--- config.mk ---
export PLATFORM = sky130hd
export DESIGN_NAME = multi_one_shot
export DESIGN_NICKNAME = d
export VERILOG_FILES = /design/src/rtl/multi_one_shot_pkg.sv /design/src/rtl/one_shot_ch.sv /design/src/rtl/multi_one_shot.sv
export SDC_FILE = /design/constraint.sdc
export NUM_CORES = 1
export LEC_CHECK = 0
export ABC_AREA = 0
export BUFFER_PORTS_ARGS = -buffer_cell sky130_fd_sc_hd__buf_2
export CAP_MARGIN = 20
export CELL_PAD_IN_SITES_DETAIL_PLACEMENT = 1
export CELL_PAD_IN_SITES_GLOBAL_PLACEMENT = 1
export CORE_UTILIZATION = 41
export CTS_CLUSTER_SIZE = 14
export DETAILED_ROUTE_END_ITERATION = 16
export PLACE_DENSITY = 0.8
export SETUP_SLACK_MARGIN = 0.5
export SKIP_LAST_GASP = 1
export SYNTH_ARGS = -nofsm -noshare
export SYNTH_HDL_FRONTEND = slang
export SYNTH_HIERARCHICAL = 1
export SYNTH_SLANG_ARGS = --single-unit
--- constraint.sdc ---
create_clock -name clk -period 2.1 [get_ports clk]
set_input_delay 0 -clock clk [delete_from_list [all_inputs] [get_ports clk]]
set_output_delay 0 -clock clk [all_outputs]
set_load 0.01 [all_outputs]
--- src/rtl/multi_one_shot_pkg.sv ---
// Shared encodings for the multi-channel one-shot: channel FSM states,
// trigger mode codes and the per-channel status bundle.
package multi_one_shot_pkg;

  typedef enum logic [1:0] {
    ST_IDLE  = 2'd0,
    ST_PULSE = 2'd1,
    ST_HOLD  = 2'd2
  } ch_state_t;

  localparam logic [1:0] MODE_NORETRIG = 2'b00;
  localparam logic [1:0] MODE_RETRIG   = 2'b01;
  localparam logic [1:0] MODE_HOLDOFF  = 2'b10;

  typedef struct packed {
    logic out;
    logic busy;
    logic done;
    logic miss;
  } ch_status_t;

endpackage

--- src/rtl/one_shot_ch.sv ---
// Single monostable channel: trigger edge detect, IDLE/PULSE/HOLD FSM,
// shared duration/holdoff down-counter and sticky miss flag.
module one_shot_ch
  import multi_one_shot_pkg::*;
#(
  parameter int CNT_W = 8
) (
  input  logic             clk,
  input  logic             rst,
  input  logic             en,
  input  logic             trig_in,
  input  logic [CNT_W-1:0] dur,
  input  logic [CNT_W-1:0] holdoff,
  input  logic [1:0]       mode,
  input  logic             clr_miss,
  output logic             out,
  output logic             busy,
  output logic             done,
  output logic             miss
);

  localparam logic [CNT_W-1:0] ONE = CNT_W'(1);

  ch_state_t        st, st_n;
  logic [CNT_W-1:0] cnt, cnt_n;
  logic             prev_trig;
  ch_status_t       stat, stat_n;
  logic             trig_edge;
  logic             retrig;
  logic             done_n;
  logic             miss_set;

  assign trig_edge = trig_in & ~prev_trig;
  // Mode 11 falls through to non-retriggerable behaviour.
  assign retrig    = (mode == MODE_RETRIG);

  always_comb begin
    st_n     = st;
    cnt_n    = cnt;
    done_n   = 1'b0;
    miss_set = 1'b0;
    if (!en) begin
      st_n  = ST_IDLE;
      cnt_n = '0;
    end else begin
      case (st)
        ST_IDLE: begin
          if (trig_edge && dur != '0) begin
            st_n  = ST_PULSE;
            cnt_n = dur - ONE;
          end
        end
        ST_PULSE: begin
          if (trig_edge && retrig && dur != '0) begin
            cnt_n = dur - ONE;
          end else begin
            // Retrigger with dur=0 is silently dropped; other modes record a miss.
            if (trig_edge && !retrig) miss_set = 1'b1;
            if (cnt != '0) begin
              cnt_n = cnt - ONE;
            end else begin
              done_n = 1'b1;
              if (mode == MODE_HOLDOFF && holdoff != '0) begin
                st_n  = ST_HOLD;
                cnt_n = holdoff - ONE;
              end else begin
                st_n  = ST_IDLE;
              end
            end
          end
        end
        ST_HOLD: begin
          miss_set = trig_edge;
          if (cnt != '0) cnt_n = cnt - ONE;
          else           st_n  = ST_IDLE;
        end
        default: begin
          st_n  = ST_IDLE;
          cnt_n = '0;
        end
      endcase
    end
  end

  always_comb begin
    stat_n.out  = (st_n == ST_PULSE);
    stat_n.busy = (st_n != ST_IDLE);
    stat_n.done = done_n;
    // Set wins over a simultaneous clear.
    stat_n.miss = (stat.miss & ~clr_miss) | miss_set;
  end

  always_ff @(posedge clk or posedge rst) begin
    if (rst) begin
      st        <= ST_IDLE;
      cnt       <= '0;
      prev_trig <= 1'b1;
      stat      <= '0;
    end else begin
      st        <= st_n;
      cnt       <= cnt_n;
      prev_trig <= trig_in;
      stat      <= stat_n;
    end
  end

  assign out  = stat.out;
  assign busy = stat.busy;
  assign done = stat.done;
  assign miss = stat.miss;

endmodule

--- src/rtl/multi_one_shot.sv ---
// N-channel programmable one-shot: one independent channel per trigger,
// each taking its own slice of the packed duration bus.
module multi_one_shot
  import multi_one_shot_pkg::*;
#(
  parameter int N_CH  = 4,
  parameter int CNT_W = 8
) (
  input  logic                  clk,
  input  logic                  rst,
  input  logic [N_CH-1:0]       en,
  input  logic [N_CH-1:0]       trig_in,
  input  logic [N_CH*CNT_W-1:0] dur,
  input  logic [CNT_W-1:0]      holdoff,
  input  logic [1:0]            mode,
  input  logic                  clr_miss,
  output logic [N_CH-1:0]       out,
  output logic [N_CH-1:0]       busy,
  output logic [N_CH-1:0]       done,
  output logic [N_CH-1:0]       miss
);

  genvar i;
  generate
    for (i = 0; i < N_CH; i++) begin : g_ch
      one_shot_ch #(.CNT_W(CNT_W)) u_ch (
        .clk      (clk),
        .rst      (rst),
        .en       (en[i]),
        .trig_in  (trig_in[i]),
        .dur      (dur[i*CNT_W +: CNT_W]),
        .holdoff  (holdoff),
        .mode     (mode),
        .clr_miss (clr_miss),
        .out      (out[i]),
        .busy     (busy[i]),
        .done     (done[i]),
        .miss     (miss[i])
      );
    end
  endgenerate

endmodule

==> reports/qor.csv <==
metric;value;unit
outcome;finished, violations left;
violations;setup timing;
cts.path.max_buffers;2;
synth.avg_cell_area;8.99;um^2
reg2reg_depth;6;
dp_hpwl;14.5;mm
rsz0062_at_grt;yes;
place_area;6860;um^2
first_pass_iters;8;
instances_no_fill;1031;
die_area;14200;um^2
r2r-end;g_ch[0].u_ch/cnt[0]$_DFFE_PP0P_;
drive_gt1_share;52.4;%
io_pins;69;
wirelength;27.4;mm
io_buffer_count;68;
grt_overflow_total;0;
finClkSkew;0.00608;ns
post-route-period-util;103;%
max-cap-violations;0;
ant_nets;0;
timing.rr.start;g_ch[0].u_ch/cnt[6]$_DFFE_PP0P_;
slew_viol_final;0;
synth_cells;628;
grt_pass1_wl;37.4;mm
worstHoldEndpoint;g_ch[1].u_ch/cnt[0]$_DFFE_PP0P_;
dieWidth;119;um
power.leakage;3.71;nW
synthDistinctLibCells;81;
slew_headroom;52.0;%
synth_area;5650;um^2
ys.flop_type;dfrtp_1;
drt_iter0_drc;483;
rrSetupSlack;-0.06;ns
place.gp.congestion;0.929;
cts_tree;built;
worst_slew_pin_slew;0.719;ns
fin_nets;940;
endpoint_kind;flop;
cts_buffers;9;
path_clk_slew;0.05;ns
start_util;42.3;%
drc;0;
finish.utilization;66.3;%
wire_per_inst;26.5;um
hold_viol;0;
antenna_found_initial;0;
period_minus_slack;2.16;ns
final_area;8850;um^2
grt_pass1_vias;6967;
dieHeight;119;um
crit_arrival;2.44;ns
synth_fp_nets;717;
irDropWorstVdd;359;uV
syn2layout_area_growth;56.7;%
grt_util_all_layers;34.1;%
grt_max_degree;17;
dr_total_vias;6665;
power_density;663;nW/um^2
hold_depth;3;
hold_class;input port to flop;
cp.required;2.38;ns
seq_area_frac_synth;26.7;%
path_class;flop to flop;
report.final.setup_viol;8;
synth_edf_count;0;
synthArstFlopShare;100;%
cts.sinks;60;
vias_per_cell;6.46;
yosysWarnings;6;
fin_setup_tns;-0.281;ns
coreArea;13300;um^2
cp-start-kind;flop;
fin_ws;-0.0557;ns
cts_root_buffer;clkbuf_16;
fillerInstances;1449;
antenna_cells;0;
hp-start;dur[8];
cts_max_level;3;
placed_cells;911;
ys_ff_latch;60;
crit_path_max_fanout;4;
max_clock_freq;0.464;GHz
insertion_delay;0.35;ns
rows;42;
per-layer routing:
| layer | vias up | GRT usage [%] | part of all wire [%] |
|---|---|---|---|
| li1 | 2863 | - | - |
| met1 | 3335 | 38.0 | 38 |
| met2 | 330 | 62.1 | 51 |
| met3 | 137 | 5.99 | 5.3 |
| met4 | 0 | 16.9 | 5.7 |
| met5 | - | 0 | 0 |
cells in the mapped netlist, drive strengths merged, types with 17 or more instances:
cell type   n  area, um^2
a21oi      31         170
a22o       17         153
a22oi      23         188
dfrtp      56        1400
ha         36         450
inv        64         240
nand2      40         150
nor2       29         126
nor3       19         105
nor4       19         170
o21ai      25         144
xor2       28         245
layout make-up:
type,instances,area [um^2],share of cell area (%)
multi-input combinational,499,5010,56.6
tap,176,220,2.49
clock buffer,13,260,2.94
clock inverter,2,10.0,0.113
timing repair buffer,217,1580,17.9
sequential,60,1520,17.2
inverter,64,250,2.83
sequential cells by signal, summed over array words and instances, names as in the netlist:
register and count:
g_ch.u_ch/busy 4, g_ch.u_ch/cnt 32, g_ch.u_ch/done 4, g_ch.u_ch/miss 4, g_ch.u_ch/out 4, g_ch.u_ch/prev_trig 4, g_ch.u_ch/st 8
metrics by stage:
step	total power [W]	hold slack, ns	worst slack, ns
2_1_floorplan	0.00268	-0.0992	-0.0412
3_3_place_gp	0.00333	0.118	-0.0114
3_5_place_dp	0.00343	0.123	-0.0901
4_1_cts	0.00531	0.0953	-0.0189
5_1_grt	0.00607	0.124	-0.107
6_report	0.00587	0.117	-0.0557
how the worst max path moves through the flow:
stage | start | endpoint | slack [ns] | cells past startpoint
floorplan | g_ch[0].u_ch/cnt[6]$_DFFE_PP0P_ | g_ch[0].u_ch/busy$_DFF_PP0_ | -0.04 | 7
global placement | g_ch[0].u_ch/cnt[6]$_DFFE_PP0P_ | g_ch[0].u_ch/busy$_DFF_PP0_ | -0.01 | 6
detailed placement | g_ch[0].u_ch/st[0]$_DFF_PP0_ | g_ch[0].u_ch/cnt[2]$_DFFE_PP0P_ | -0.09 | 8
CTS | g_ch[0].u_ch/cnt[6]$_DFFE_PP0P_ | g_ch[0].u_ch/busy$_DFF_PP0_ | -0.02 | 6
global route | g_ch[0].u_ch/cnt[5]$_DFFE_PP0P_ | g_ch[0].u_ch/busy$_DFF_PP0_ | -0.11 | 6
finish | g_ch[0].u_ch/cnt[6]$_DFFE_PP0P_ | g_ch[0].u_ch/cnt[0]$_DFFE_PP0P_ | -0.06 | 6
placed cells by master (no fill, tap or decap), types with 6 or more instances in the layout:
cell,count
nor3_1,9
dlygate4sd3_1,10
a221oi_2,9
nor2_1,23
a21oi_4,9
nor4_1,11
or4_1,6
nand2b_1,13
o22ai_2,9
nand3_1,8
nand2_1,37
xnor2_1,15
ha_1,21
a22o_1,12
buf_4,117
xor2_1,28
buf_6,19
ha_4,14
a22oi_2,14
or4_4,7
o21ai_0,9
inv_1,50
dfrtp_2,9
nor3b_1,10
a22oi_1,9
buf_2,68
clkbuf_16,9
o21ai_1,7
a21oi_1,11
a21oi_2,11
inv_2,10
dfrtp_1,47
nor2b_1,7
critical path, cell delays in order (launching register included):
cell and delay, ns:
dfrtp_1 0.37, or4_4 0.55, or3_4 0.39, buf_4 0.18
a21boi_4 0.20, o21a_1 0.21, a22o_1 0.18
timing repair:
| action | 4_1_cts | 5_1_grt |
|---|---|---|
| gates cloned | 0 | 0 |
| buffers inserted | 58 | 37 |
| pin swaps | 68 | 63 |
| setup endpoints to repair | 52 | 52 |
| hold endpoints to repair | 69 | 0 |
| hold buffers | 10 | 0 |
| gates resized for setup | 100 | 85 |
kinds of logic after synthesis:
| kind of cell | Yosys count | share of synthesized area, % |
|---|---|---|
| simple gates | 215 | 24.5 |
| compound gates | 205 | 29.4 |
| buf+inv | 69 | 4.83 |
| flops | 60 | 26.7 |
| xor+xnor | 43 | 6.67 |
| fa+ha+maj | 36 | 7.98 |
power by group:
group	switching, W	internal (W)
clock	0.000582	0.000853
sequential	0.000120	0.00126
combinational	0.00169	0.00136
No activity file was read; power rests on OpenSTA's default activity.
